[config.mk]
export PLATFORM = sky130hd
export DESIGN_NAME = shift_unit_seq
export DESIGN_NICKNAME = d
export VERILOG_FILES = /design/src/rtl/shift_unit_seq_pkg.sv /design/src/rtl/barrel_shifter_r.sv /design/src/rtl/shift_unit_seq.sv
export SDC_FILE = /design/constraint.sdc
export NUM_CORES = 1
export LEC_CHECK = 0
export ABC_AREA = 1
export ABC_CLOCK_PERIOD_IN_PS = 1600
export CORE_UTILIZATION = 25
export DETAILED_ROUTE_END_ITERATION = 6
export HOLD_SLACK_MARGIN = 0.1
export PLACE_DENSITY = 0.54
export SLEW_MARGIN = 30
export SYNTH_ARGS = -nofsm -noshare
export SYNTH_HDL_FRONTEND = slang
export SYNTH_SLANG_ARGS = --single-unit
[constraint.sdc]
create_clock -name clk_i -period 1.6 [get_ports clk_i]
set_clock_uncertainty 0.05 [all_clocks]
set_input_delay 0.32 -clock clk_i [delete_from_list [all_inputs] [get_ports clk_i]]
set_output_delay 0.32 -clock clk_i [all_outputs]
set_load 0.01 [all_outputs]
[src/rtl/shift_unit_seq_pkg.sv]
// shift_unit_seq_pkg: shared types, constants and bit-reversal helper for the sequential shifter
package shift_unit_seq_pkg;
  localparam int LANES = 8;
  localparam int LANE_W = 8;
  localparam int DATA_W = LANES * LANE_W;
  typedef enum logic [1:0] {SLL = 2'd0, SRL = 2'd1, SRA = 2'd2} shift_op_t;
  typedef enum logic [1:0] {IDLE, BYTE, BIT, DONE} state_t;
  function automatic logic [DATA_W-1:0] bit_rev(input logic [DATA_W-1:0] d);
    logic [DATA_W-1:0] r;
    for (int i = 0; i < DATA_W; i++) r[i] = d[DATA_W-1-i];
    return r;
  endfunction
endpackage

[src/rtl/barrel_shifter_r.sv]
// barrel_shifter_r: right shift of 2**N lanes of M bits by shamt_i whole lanes, optional sign fill
module barrel_shifter_r #(
  parameter int N = 3,
  parameter int M = 8
) (
  input  logic [(M<<N)-1:0] data_i,
  input  logic [N-1:0]      shamt_i,
  input  logic              arith_i,
  output logic [(M<<N)-1:0] data_o
);
  localparam int W = M << N;
  logic [W-1:0] stg [N+1];
  logic fill;
  assign fill = arith_i & data_i[W-1];
  assign stg[0] = data_i;
  for (genvar g = 0; g < N; g++) begin : g_stage
    assign stg[g+1] = shamt_i[g] ? {{(M << g){fill}}, stg[g][W-1:(M << g)]} : stg[g];
  end
  assign data_o = stg[N];
endmodule

[src/rtl/shift_unit_seq.sv]
// shift_unit_seq: multi-cycle shifter, one byte-granular step then one bit per cycle
module shift_unit_seq
  import shift_unit_seq_pkg::*;
#(
  parameter int DATA_SIZE = DATA_W
) (
  input  logic                 clk_i,
  input  logic                 rst_i,
  input  logic                 valid_i,
  output logic                 ready_o,
  input  logic [DATA_SIZE-1:0] operand_i,
  input  logic [5:0]           shamt_i,
  input  logic [1:0]           op_i,
  output logic [DATA_SIZE-1:0] result_o,
  output logic                 done_o
);
  state_t state_q, state_d;
  shift_op_t op_q;
  logic [DATA_SIZE-1:0] data_q, data_d, bs_out, shift1;
  logic [2:0] byte_q, rem_q, rem_d;
  logic accept, arith;
  assign accept = valid_i && ready_o;
  assign arith = op_q == SRA;
  assign shift1 = {arith & data_q[DATA_SIZE-1], data_q[DATA_SIZE-1:1]};
  barrel_shifter_r #(.N(3), .M(LANE_W)) u_bs (
    .data_i (data_q),
    .shamt_i(byte_q),
    .arith_i(arith),
    .data_o (bs_out)
  );
  always_ff @(posedge clk_i) begin
    if (rst_i) state_q <= IDLE;
    else state_q <= state_d;
  end
  always_comb begin
    state_d = state_q == IDLE ? (accept ? BYTE : IDLE) :
              state_q == BYTE ? (rem_q != 3'd0 ? BIT : DONE) :
              state_q == BIT  ? (rem_q == 3'd1 ? DONE : BIT) : IDLE;
  end
  always_comb begin
    ready_o = state_q == IDLE && !rst_i;
  end
  // SLL runs through the right-shift path on bit-reversed data
  always_comb begin
    data_d = state_q == IDLE ? (accept ? (op_i == SLL ? bit_rev(operand_i) : operand_i) : data_q) :
             state_q == BYTE ? bs_out :
             state_q == BIT  ? shift1 : data_q;
    rem_d = state_q == IDLE ? (accept ? shamt_i[2:0] : rem_q) :
            state_q == BIT  ? rem_q - 3'd1 : rem_q;
  end
  always_ff @(posedge clk_i) begin
    if (rst_i) begin
      data_q <= '0;
      rem_q <= '0;
      byte_q <= '0;
      op_q <= SLL;
      result_o <= '0;
      done_o <= 1'b0;
    end else begin
      data_q <= data_d;
      rem_q <= rem_d;
      byte_q <= accept ? shamt_i[5:3] : byte_q;
      op_q <= accept ? shift_op_t'(op_i) : op_q;
      result_o <= state_d == DONE ? (op_q == SLL ? bit_rev(data_d) : data_d) : result_o;
      done_o <= state_d == DONE;
    end
  end
endmodule

Word-level counts from Yosys, hierarchy flattened
Index checks and enable logic that the tools add are counted.
Storage, ports and cells
  output and inout bits: 66
  register bits: 139
  word-level logic and storage cells: 42
Operators by class
  equal/unequal tests: 6
  bitwise operators: 1
  add/subtract/negate cells: 1
  reductions and logical operators: 9
  multiplexer cells: 18
Operator list (number)
  $mux 64: 9
  $mux 3: 3
  $eq 2x2->1 const B: 3
  $logic_not 2->1: 3
  $mux 2: 3
  $eq 3x1->1 const B: 1
  $mux 1: 3
  $reduce_bool 3->1: 1
  $sub 3x1->3 const B: 1
  $eq 2x1->1 const B: 1
  $logic_and 1x1->1: 2
  $ne 2x2->1 const B: 1
  $reduce_and 2->1: 1
  $reduce_bool 2->1: 1
  $and 1x1->1: 1
  $logic_not 1->1: 1

Longest topological paths before layout
Gate-level depths: netlist of the first run.
  depth in word-level cells: 8
  mapped depth: 14

Cells and area by module
From an unflattened synthesis of the first run, not the netlist that was laid out.
Second synthesis, totals
  cells, all modules: 2007
  area total of the unflattened synthesis: 11285.8 um2
Modules (own cells, without submodules)
  shift_unit_seq: cells each 1534, seq. area each 2782.7 um2, times used 1, area an instance 9152.5 um2
  barrel_shifter_r: cells each 473, seq. area each 0.0 um2, times used 1, area an instance 2133.3 um2

Least setup slack after synthesis of the first run
OpenSTA, ideal clock, no wires.
  path type: reg2reg
  from: register state_q[0]
  to: register result_o[58]
  stages on the path, launching flop included: 14
  period minus slack after synthesis: 1.768 ns
  data required time: 1.433 ns
  arrival: 1.601 ns
  setup slack: -0.168 ns
  path buffers: 3
  library setup time: 0.117 ns
  cell sequence: dfxtp_1 -> inv_1 -> ha_1 -> buf_4 -> clkinv_2 -> o211ai_2 -> o21ai_2 -> nand2_4 -> inv_2 -> buf_6 -> buf_4 -> nand2_1 -> nor2_1 -> nor2_1
Between the ends
  cells in the longest elaborated chain, start to end: 6
  elaborated cells between the ends (all ways): 15
  those cells by class: eq/ne: 3; mux: 9; reduce/logical: 3
RTL lines
  start: declaration: line shift_unit_seq.sv:17  | state_t state_q, state_d;
  start signal: assignment: line shift_unit_seq.sv:33  | else state_q <= state_d;
  $logic_not 2->1: line shift_unit_seq.sv:36, shift_unit_seq.sv:41, shift_unit_seq.sv:45
  $logic_and 1x1->1: line shift_unit_seq.sv:41  | ready_o = state_q == IDLE && !rst_i;
  $logic_and 1x1->1: line shift_unit_seq.sv:22  | assign accept = valid_i && ready_o;
  $mux 1 or $mux 64 (tied branches): line shift_unit_seq.sv:36, shift_unit_seq.sv:45
  $mux 2 or $mux 64 (tied branches): line shift_unit_seq.sv:36, shift_unit_seq.sv:45
  $eq 2x2->1 or $mux 64 (tied branches): line shift_unit_seq.sv:64  | result_o <= state_d == DONE ? (op_q == SLL ? bit_rev(data_d) : data_d) : result_o;
  end signal: assignment: line shift_unit_seq.sv:64
  end: declaration: line shift_unit_seq.sv:14  | output logic [DATA_SIZE-1:0] result_o,
Several ways; a longest one is shown, not always the timed one.
A chain may end at the register's enable or synchronous reset.

Worst setup path after layout of the first run
  from: register state_q[0]
  to: register result_o[48]
Same word-level chain as after synthesis.

==> impl_metrics.tcl, run 1 <==
set metrics [dict create \
    arrival_ns 2.36 \
    synthMuxAreaShare_pct 0 \
    drc 0 \
    final_layout_size_suffix_gt1_share_pct 28.9 \
    tightest_slew_ns 0.598 \
    cpMaxStageDelayCell "dfxtp_2" \
    grt_pass1_wl_mm 81.0 \
    cts_root_buffer "clkbuf_16" \
    rsz0062_at_grt "true" \
    r2r_end "result_o[48]$_SDFFE_PP0P_" \
    yosysSeqAreaShare_pct 25.8 \
    clk_latency_ns 0.47 \
    fmax_mhz 487 \
    yosys-top-cells-area "dfxtp_1 26%, nand2_1 21%, nand3_1 13%" \
    synth_nets 2015 \
    worstPathCellList "inv_4, ha_4, buf_6, nand3_4, buf_12, buf_8, nand2_8, buf_16, buf_12, o21ai_4, clkinv_2, nand3_1, a21oi_2" \
    cts.clk_slew.worst_paths_ns 0.07 \
    cts_buffer_depth 2 \
    path_class "reg2reg" \
    synthSimpleGateAreaFrac_pct 41.5 \
    grt_max_degree 92 \
    initial_utilization_pct 25.5 \
    final_util_pct 40.8 \
    met3WireLength_mm 3.50 \
    syn2layout_area_growth_pct 60.0 \
    finalNonFillerCells 2816 \
    dp_hpwl_mm 39.1 \
    power.density_nw_per_um2 842 \
    rrSetupSlack_ns -0.45 \
    synth_top_family_by_area "simple AND/OR/NAND/NOR gates" \
    dr.pass1.iters 6 \
    final_net_count 2345 \
    coreArea_um2 42200 \
    drtAntennaViolNets 0 \
    antenna_found_initial 1 \
    drt-wirelength-per-cell_um 19.6 \
    gr-usage-all-layers_pct 24.2 \
    fp-row-count 75 \
    layout_setup_ws_ns -0.454 \
    postCtsHoldBufs 0 \
    pin_count 141 \
    gp_congestion 1.02 \
    finalCriticalPeriod_ns 2.05 \
    synth_largest_area_cell "dfxtp_1" \
    dp.cells 2733 \
    reg2reg_from "state_q[0]$_SDFF_PP0_" \
    grt_pass1_vias 13407 \
    hold_path.class "in2reg" \
    peakVddDrop_mv 0.854 \
    fp.dieH_um 210 \
    crit_path_end_kind "flop" \
    ys_types 32 \
    dieArea_um2 43900 \
    violations "setup timing" \
    met2WireLength_mm 25.1 \
    whs_endpoint "rem_q[0]$_SDFFE_PP0P_" \
    cts-htree-levels 4 \
    required_ns 1.91 \
    crit_path_frequent_cell "buf_12" \
    viasPerCell 5.10 \
    dpl_cell_area_um2 14700 \
    syn_avg_cell_area_um2 5.57 \
    hold_depth 3 \
    max_cap_violations 0 \
    r2r_cells 13 \
    syn-cell-area_um2 10800 \
    top_layer_used "met5" \
    power.total_uw 14500 \
    slew_headroom_pct 60.1 \
    min_period_over_period_pct 128 \
    setup_viol_count_final 134 \
    synthCells 1934 \
    drt_iter0_markers 1348 \
    wl_mm 55.3 \
    met1_length_mm 24.6 \
    cp_slowest_stage_delay_ns 0.35 \
    p_leak_uw 0.00786 \
    fin_area_um2 17200 \
    cts_sinks 139 \
    worstHoldStart "shamt_i[0]" \
    path_max_fanout 7 \
    via_count 14363 \
    hold_viol_final 0 \
    port_buffers 140 \
    overflow 0 \
    synth_adder_area_share_pct 0.697 \
    synth_seq_cells 139 \
    yosysWarnings 0 \
    tritoncts "yes" \
    slew_viol_final 0 \
    antenna_cells 0 \
    synth_xor_area_share_pct 0 \
    netlist.area_leader.share_pct 25.8 \
    cts_buffers 17 \
    die_w_um 210 \
    outcome "finished with violations" \
    synth-compound-area-share_pct 19.3 \
    start_kind "flop" \
]
-- Yosys cell counts (all sizes together) --
cell,instances
o211ai,10
clkinv,2
a31oi,1
clkbuf,43
ha,6
nor2,178
buf,106
o22ai,1
nand2,604
inv,154
nand4,3
o21ai,218
dfxtp,139
nand3,290
o21a,1
a21oi,176
and2,2
-- state kept, by name, summed over array words and instances, names as in the netlist --
register and flops:
data_q 64, op_q 2, byte_q 3, result_o 64, rem_q 3, done_o 1
state_q 2
-- how the worst max path moves through the flow --
stage | startpoint | to | cells past startpoint
floorplan | state_q[1]$_SDFF_PP0_ | result_o[58]$_SDFFE_PP0P_ | 13
global placement | op_i[1] | result_o[47]$_SDFFE_PP0P_ | 11
detailed placement | op_i[1] | result_o[16]$_SDFFE_PP0P_ | 11
CTS | state_q[0]$_SDFF_PP0_ | result_o[0]$_SDFFE_PP0P_ | 14
global route | state_q[1]$_SDFF_PP0_ | result_o[0]$_SDFFE_PP0P_ | 14
finish | state_q[0]$_SDFF_PP0_ | result_o[48]$_SDFFE_PP0P_ | 13
-- power breakdown --
| part | leakage, uW | switching [uW] | internal [uW] |
|---|---|---|---|
| registers | 0.00114 | 397 | 3750 |
| logic | 0.00643 | 3500 | 2650 |
| clock network | 0.000292 | 1700 | 2520 |
-- cell families (layout without fill, tap and decap cells) --
kind of cell	Yosys count	in the layout
and+or+nand+nor	1077	1077
DFF	139	139
buffers and inverters	305	648
adders and majority gates	6	6
AOI/OAI and AO/OA	407	407
-- metal layers --
layer,track usage [%],up-vias
li1,-,6950
met1,32.4,6766
met2,39.4,544
met3,3.31,101
met4,9.41,2
met5,0,-
-- metrics by stage --
stage / setup TNS, ns / setup WS (ns) / hold WS, ns
2_1_floorplan: -3.96 / -0.0998 / 0.381
3_3_place_gp: -61.16 / -0.582 / 0.454
3_5_place_dp: -63.03 / -0.594 / 0.454
4_1_cts: -39.75 / -0.408 / 0.363
5_1_grt: -54.58 / -0.539 / 0.394
6_report: -43.00 / -0.454 / 0.393
-- area by class of cell --
class,instances,area [um^2]
multi-input cells,1490,7760
flip-flops and latches,139,2790
well taps,539,674
fillers,4531,25000
inverters,156,622
repair buffers,460,4780
clock inverters,12,146
clock buffers,20,457
-- critical path, delay by kind of cell, from the launching register on --
| kind | cells | cell delay (ns) |
|---|---|---|
| AO/OA/AOI/OAI | 2 | 0.18 |
| adder cells (fa/ha/maj) | 1 | 0.17 |
| buffers and inverters | 7 | 0.87 |
| flip-flops | 1 | 0.35 |
| AND/OR/NAND/NOR | 3 | 0.30 |
-- layout by cell type (no fill, tap or decap), types with 65 or more instances in the layout --
master           count
nand3_1            248
buf_4              220
dlygate4sd2_1       65
inv_1              124
clkdlybuf4s50_1     73
dfxtp_1            135
nor2_1             146
nand2_1            534
o21ai_1             65
o21ai_0             81
a21oi_1            128
-- repair_timing --
item | in CTS | in global routing
gates resized for setup | 254 | 252
setup buffers | 20 | 16
setup endpoints to repair | 196 | 138
cloned | 10 | 9
pin swaps | 33 | 81
Note: power is estimated with default switching activity, not from simulation.
==> inputs of run 2 (changes only) <==
Settings changed: ABC_CLOCK_PERIOD_IN_PS 1600 to 2300, PLACE_DENSITY 0.54 to 0.52.
Clock period 1.6 ns to 2.3 ns, I/O delays scaled along.
==> run 2 against run 1 <==
The run now ends clean. Register-to-register slack gained 0.65 ns. Clock power decreased by 25%. Sequential power down 30%. First-iteration DRC count is 0.82% lower. Final area down 19%. Hold slack gained 0.060 ns. Die area unchanged. Cell count down 6.8%. Wire length decreased by 12%. Count of clock-buffer cells in the layout up 1. Critical path type unchanged.
==> impl_metrics.tcl, run 2 (synthesis results as in run 1) <==
set metrics [dict create \
    outcome "finished clean" \
    drtAntennaViolNets 0 \
    r2r_end "result_o[1]$_SDFFE_PP0P_" \
    rsz0062_at_grt "false" \
    cts_buffers 17 \
    drc 0 \
    final_common_cell "nand2_1" \
    fin_area_um2 14000 \
    fmax_mhz 476 \
    wl_mm 48.8 \
    final_util_pct 33.1 \
    cts_sinks 139 \
    min_period_over_period_pct 91.4 \
    fp-row-count 75 \
    finalCriticalPeriod_ns 2.10 \
    cts.clk_slew.worst_paths_ns 0.07 \
    arrival_ns 2.39 \
    grt_max_degree 92 \
    final_net_count 2153 \
    regArea_um2 2780 \
    required_ns 2.59 \
    cts_buffer_depth 2 \
    power.density_nw_per_um2 652 \
    crit_path_frequent_cell "nand2_1" \
    dp.cells 2591 \
    finalNonFillerCells 2624 \
    coreArea_um2 42200 \
    viasPerCell 5.09 \
    grt_pass1_vias 12627 \
    gp_congestion 1.01 \
    drt-wirelength-per-cell_um 18.6 \
    start_kind "flop" \
    layout_setup_ws_ns 0.199 \
    path_max_fanout 26 \
    initial_utilization_pct 25.5 \
    pin_count 141 \
    worstPathCellList "inv_1, ha_2, buf_12, nand2_1, inv_2, buf_4, nand2_1, nand2_1, a21oi_1, nor2_1, nor2_1" \
    final_layout_size_suffix_gt1_share_pct 8.87 \
    slew_headroom_pct 65.7 \
    tritoncts "yes" \
    clk_latency_ns 0.46 \
    n_fill_cell 4701 \
    cts-htree-levels 4 \
    tightest_slew_ns 0.514 \
    place_ws_ns -0.0466 \
    drt_iter0_markers 1337 \
    worstHoldStart "rem_q[2]$_SDFFE_PP0P_" \
    p_leak_uw 0.00618 \
    peakVddDrop_mv 0.537 \
    fp.dieH_um 210 \
    setup_viol_count_final 0 \
    r2r_cells 11 \
    gr-usage-all-layers_pct 22.2 \
    port_buffers 140 \
    mostFrequentLayoutCells "602 x nand2_1, 288 x nand3_1, 176 x nor2_1, 176 x a21oi_1, 162 x o21ai_0" \
    max_cap_violations 0 \
    via_count 13368 \
    cp_slowest_stage_delay_ns 0.32 \
    hold_viol_final 0 \
    reg_top3 "data_q (64), result_o (64)" \
    grt_pass1_wl_mm 75.0 \
    reg2reg_from "state_q[1]$_SDFF_PP0_" \
    antenna_found_initial 0 \
    cpMaxStageDelayCell "dfxtp_1" \
    syn2layout_area_growth_pct 29.9 \
    slew_viol_final 0 \
    postCtsHoldBufs 0 \
    rrSetupSlack_ns 0.20 \
    antenna_cells 0 \
    dpl_cell_area_um2 13300 \
    overflow 0 \
    multi_input_area_um2 6640 \
    die_w_um 210 \
    path_class "reg2reg" \
    crit_path_end_kind "flop" \
    dieArea_um2 43900 \
    dr.pass1.iters 5 \
    hold_path.class "reg2reg" \
    whs_endpoint "rem_q[2]$_SDFFE_PP0P_" \
    cts_root_buffer "clkbuf_16" \
    dp_hpwl_mm 36.2 \
    hold_depth 2 \
]
## run 2: metal layers
metal / up-vias / global-route usage [%] / routed length (um)
met3: 88 / 2.60 / 2480
met2: 455 / 36.2 / 22500
li1: 6541 / - / -
met5: - / 0 / 0
met4: 0 / 8.63 / 1610
met1: 6284 / 29.7 / 22300
## run 2: where the power goes
| part | leakage (uW) | internal [uW] | switching [uW] | total (uW) |
|---|---|---|---|---|
| Combinational | 0.00473 | 1190 | 1860 | 3050 |
| Sequential | 0.00114 | 2610 | 310 | 2920 |
| Clock | 0.000309 | 1980 | 1170 | 3140 |
| Total | 0.00618 | 5780 | 3340 | 9120 |
## run 2: area by class of cell
cell class                      instances  area share [%]
Multi-Input combinational cell       1490            47.5
Sequential cell                       139            19.9
Tap cell                              539            4.82
Timing Repair Buffer                  268            18.9
Clock buffer                           21            3.29
Inverter                              156            4.19
Clock inverter                         11            1.37
## run 2: worst max-delay path, delay by kind of cell (launching register included)
kind,cells,cell delay (ns)
buf+inv,4,0.68
flops,1,0.32
simple gates,5,0.56
compound gates,1,0.10
fa+ha+maj,1,0.25
## run 2: worst max-delay path by stage
stage | startpoint | endpoint | slack [ns] | depth (start not counted)
after floorplan | state_q[0]$_SDFF_PP0_ | result_o[3]$_SDFFE_PP0P_ | 0.53 | 13
after global placement | valid_i | result_o[46]$_SDFFE_PP0P_ | -0.01 | 11
after detailed placement | valid_i | result_o[17]$_SDFFE_PP0P_ | -0.05 | 11
after CTS | state_q[1]$_SDFF_PP0_ | result_o[15]$_SDFFE_PP0P_ | 0.09 | 10
after global routing | state_q[0]$_SDFF_PP0_ | result_o[1]$_SDFFE_PP0P_ | 0.02 | 14
final | state_q[1]$_SDFF_PP0_ | result_o[1]$_SDFFE_PP0P_ | 0.20 | 11
## run 2: per-stage QoR
stage | power (uW) | hold slack [ns] | setup TNS [ns]
5_1_grt | 9610 | 0.480 | 0
2_1_floorplan | 4640 | 0.409 | 0
6_report | 9120 | 0.452 | 0
3_3_place_gp | 5970 | 0.444 | -0.0380
3_5_place_dp | 5980 | 0.449 | -0.346
4_1_cts | 9160 | 0.461 | 0
## run 2: what timing repair did
item	4_1_cts	5_1_grt
pin swaps	1	0
setup endpoints to repair	1	14
resized for setup	2	3
cloned	0	0
buffers inserted	1	0
==> inputs of run 3 (changes only) <==
--- a/config.mk
+++ b/config.mk
@@ -9,6 +9,6 @@
 export ABC_CLOCK_PERIOD_IN_PS = 2300
-export CORE_UTILIZATION = 25
+export CORE_UTILIZATION = 57
 export DETAILED_ROUTE_END_ITERATION = 6
 export HOLD_SLACK_MARGIN = 0.1
-export PLACE_DENSITY = 0.52
+export PLACE_DENSITY = 0.92
 export SLEW_MARGIN = 30
==> constraint.sdc (replaced) <==
create_clock -name clk_i -period 2.3 [get_ports clk_i]
set_clock_uncertainty 0.05 [all_clocks]
set_input_delay 0.575 -clock clk_i [delete_from_list [all_inputs] [get_ports clk_i]]
set_output_delay 0.575 -clock clk_i [all_outputs]
set_load 0.01 [all_outputs]
==> run 3 against run 2 <==
The run now ends with DRC left. Sequential share of layout area increased by 0.81 points. Worst setup slack got worse by 0.072 ns. Non-clock buffer count shrank 2. Fmax decreased by 3.3%. Register-to-register slack got worse by 0.07 ns. Die area decreased by 56%. Critical path depth grew 1. Total power decreased by 3.2%. Via count increased by 5.7%. First-iteration DRC count increased by 61%. Cell count decreased by 12%.
==> impl_metrics.tcl, run 3 (synthesis results as in run 1) <==
set metrics [dict create \
    outcome "finished with violations" \
    violations "DRC" \
    cts_buffer_depth 2 \
    port_buffers 140 \
    drc 4 \
    max_cap_violations 0 \
    path_max_fanout 22 \
    die_w_um 139 \
    tritoncts "yes" \
    gr-usage-all-layers_pct 45.3 \
    wl_mm 44.0 \
    initial_utilization_pct 59.0 \
    met3WireLength_mm 5.75 \
    worstHoldStart "rst_i" \
    rsz0062_at_grt "false" \
    top_layer_used "met5" \
    power.total_uw 8820 \
    slew_headroom_pct 63.3 \
    min_period_over_period_pct 94.5 \
    syn2layout_area_growth_pct 24.8 \
    setup.worst_path.start "state_q[0]$_SDFF_PP0_" \
    met1_length_mm 17.3 \
    grt_pass1_vias 12729 \
    cts_root_buffer "clkbuf_16" \
    power_switching_uw 3500 \
    finalCriticalPeriod_ns 2.17 \
    hold_viol_final 0 \
    antenna_cells 0 \
    drt_iter0_markers 2146 \
    postCtsSetupRepairBufs 0 \
    power.density_nw_per_um2 656 \
    combPwrFrac_pct 34.8 \
    p_leak_uw 0.00611 \
    p_seq_share_pct 33.1 \
    grt_pass1_wl_mm 69.4 \
    via_count 14133 \
    final_common_cell "nand2_1" \
    fp.dieH_um 139 \
    cts-htree-levels 4 \
    p_sw_share_pct 39.7 \
    required_ns 2.58 \
    met2WireLength_mm 19.0 \
    cts_buffers 17 \
    viasPerCell 6.12 \
    place_ws_ns -0.111 \
    antenna_found_initial 1 \
    layout_setup_ws_ns 0.126 \
    slew_viol_final 0 \
    crit_path_end_kind "flop" \
    grt_max_degree 90 \
    reg_top3 "data_q (64), result_o (64)" \
    postCtsHoldBufs 0 \
    fin_setup_tns_ns 0 \
    hold_depth 2 \
    p_int_uw 5320 \
    dr.pass1.iters 7 \
    fmax_mhz 460 \
    tightest_slew_ns 0.551 \
    cts.clk_slew.worst_paths_ns 0.07 \
    overflow 0 \
    rrSetupSlack_ns 0.13 \
    drt-wirelength-per-cell_um 19.1 \
    mostFrequentLayoutCells "602 x nand2_1, 288 x nand3_1, 176 x nor2_1, 176 x a21oi_1, 162 x o21ai_0" \
    coreArea_um2 18300 \
    dieArea_um2 19400 \
    arrival_ns 2.45 \
    gp_congestion 1.09 \
    cts_sinks 139 \
    fp-row-count 49 \
    whs_endpoint "data_q[35]$_SDFF_PP0_" \
    final_layout_size_suffix_gt1_share_pct 8.84 \
    dp_hpwl_mm 32.2 \
    peakVddDrop_mv 0.493 \
    final_net_count 2151 \
    r2r_end "result_o[56]$_SDFFE_PP0P_" \
    setup_viol_count_final 0 \
    start_kind "flop" \
    clkPwrFrac_pct 32.1 \
    path_class "reg2reg" \
    hold_path.class "in2reg" \
    clk_latency_ns 0.45 \
    drtAntennaViolNets 0 \
    pin_count 141 \
    reg2reg_from "state_q[0]$_SDFF_PP0_" \
    r2r_cells 12 \
]
run 3: how the worst max path moves through the flow:
stage / to / depth (start not counted)
final: result_o[56]$_SDFFE_PP0P_ / 12
after global routing: result_o[22]$_SDFFE_PP0P_ / 12
after CTS: ready_o / 5
after detailed placement: result_o[46]$_SDFFE_PP0P_ / 11
after global placement: result_o[2]$_SDFFE_PP0P_ / 9
after floorplan: ready_o / 3
run 3: per-layer routing:
| metal | up-vias | global-route usage [%] |
|---|---|---|
| li1 | 6540 | - |
| met1 | 6375 | 60.1 |
| met2 | 1041 | 69.1 |
| met3 | 173 | 11.8 |
| met4 | 4 | 19.2 |
| met5 | - | 2.01 |
run 3: repair_timing:
| item | in CTS | in global routing |
|---|---|---|
| gates resized for setup | 2 | 2 |
| setup endpoints to repair | 1 | 1 |
| pin swaps | 0 | 0 |
run 3: final cells by class:
type | count | area, um^2
fillers | 1517 | 4830
flip-flops and latches | 139 | 2780
inverters | 156 | 587
repair buffers | 266 | 2560
clock buffers | 17 | 425
clock inverters | 14 | 155
multi-input cells | 1490 | 6640
well taps | 229 | 287
run 3: power by group through the flow:
stage / sequential, uW / combinational [uW] / clock [uW]
finish: 2920 / 3070 / 2830
global route: 2920 / 3330 / 2920
floorplan: 2820 / 1820 / 0
detailed placement: 2940 / 2930 / 0
global placement: 2950 / 2860 / 0
CTS: 2890 / 2970 / 2830
run 3: critical path, cell delays in order (launching register included):
cell,delay (ns)
dfxtp_1,0.32
inv_1,0.12
ha_4,0.25
buf_4,0.34
nand2_1,0.15
buf_12,0.19
buf_4,0.15
o21ai_1,0.11
inv_1,0.09
nand3_1,0.07
nand2_1,0.05
nor2_1,0.10
nor2_1,0.06
run 3: through the flow:
stage / cell area, um^2 / hold slack [ns] / utilization [%] / instances
floorplan: 10800 / 0.409 / - / 1934
finish: 13400 / 0.464 / 73.6 / 2311
global placement: 12900 / 0.448 / 70.4 / 2280
CTS: 13400 / 0.448 / 73.6 / 2311
detailed placement: 12900 / 0.453 / 70.4 / 2280
global route: 13400 / 0.458 / 73.6 / 2311
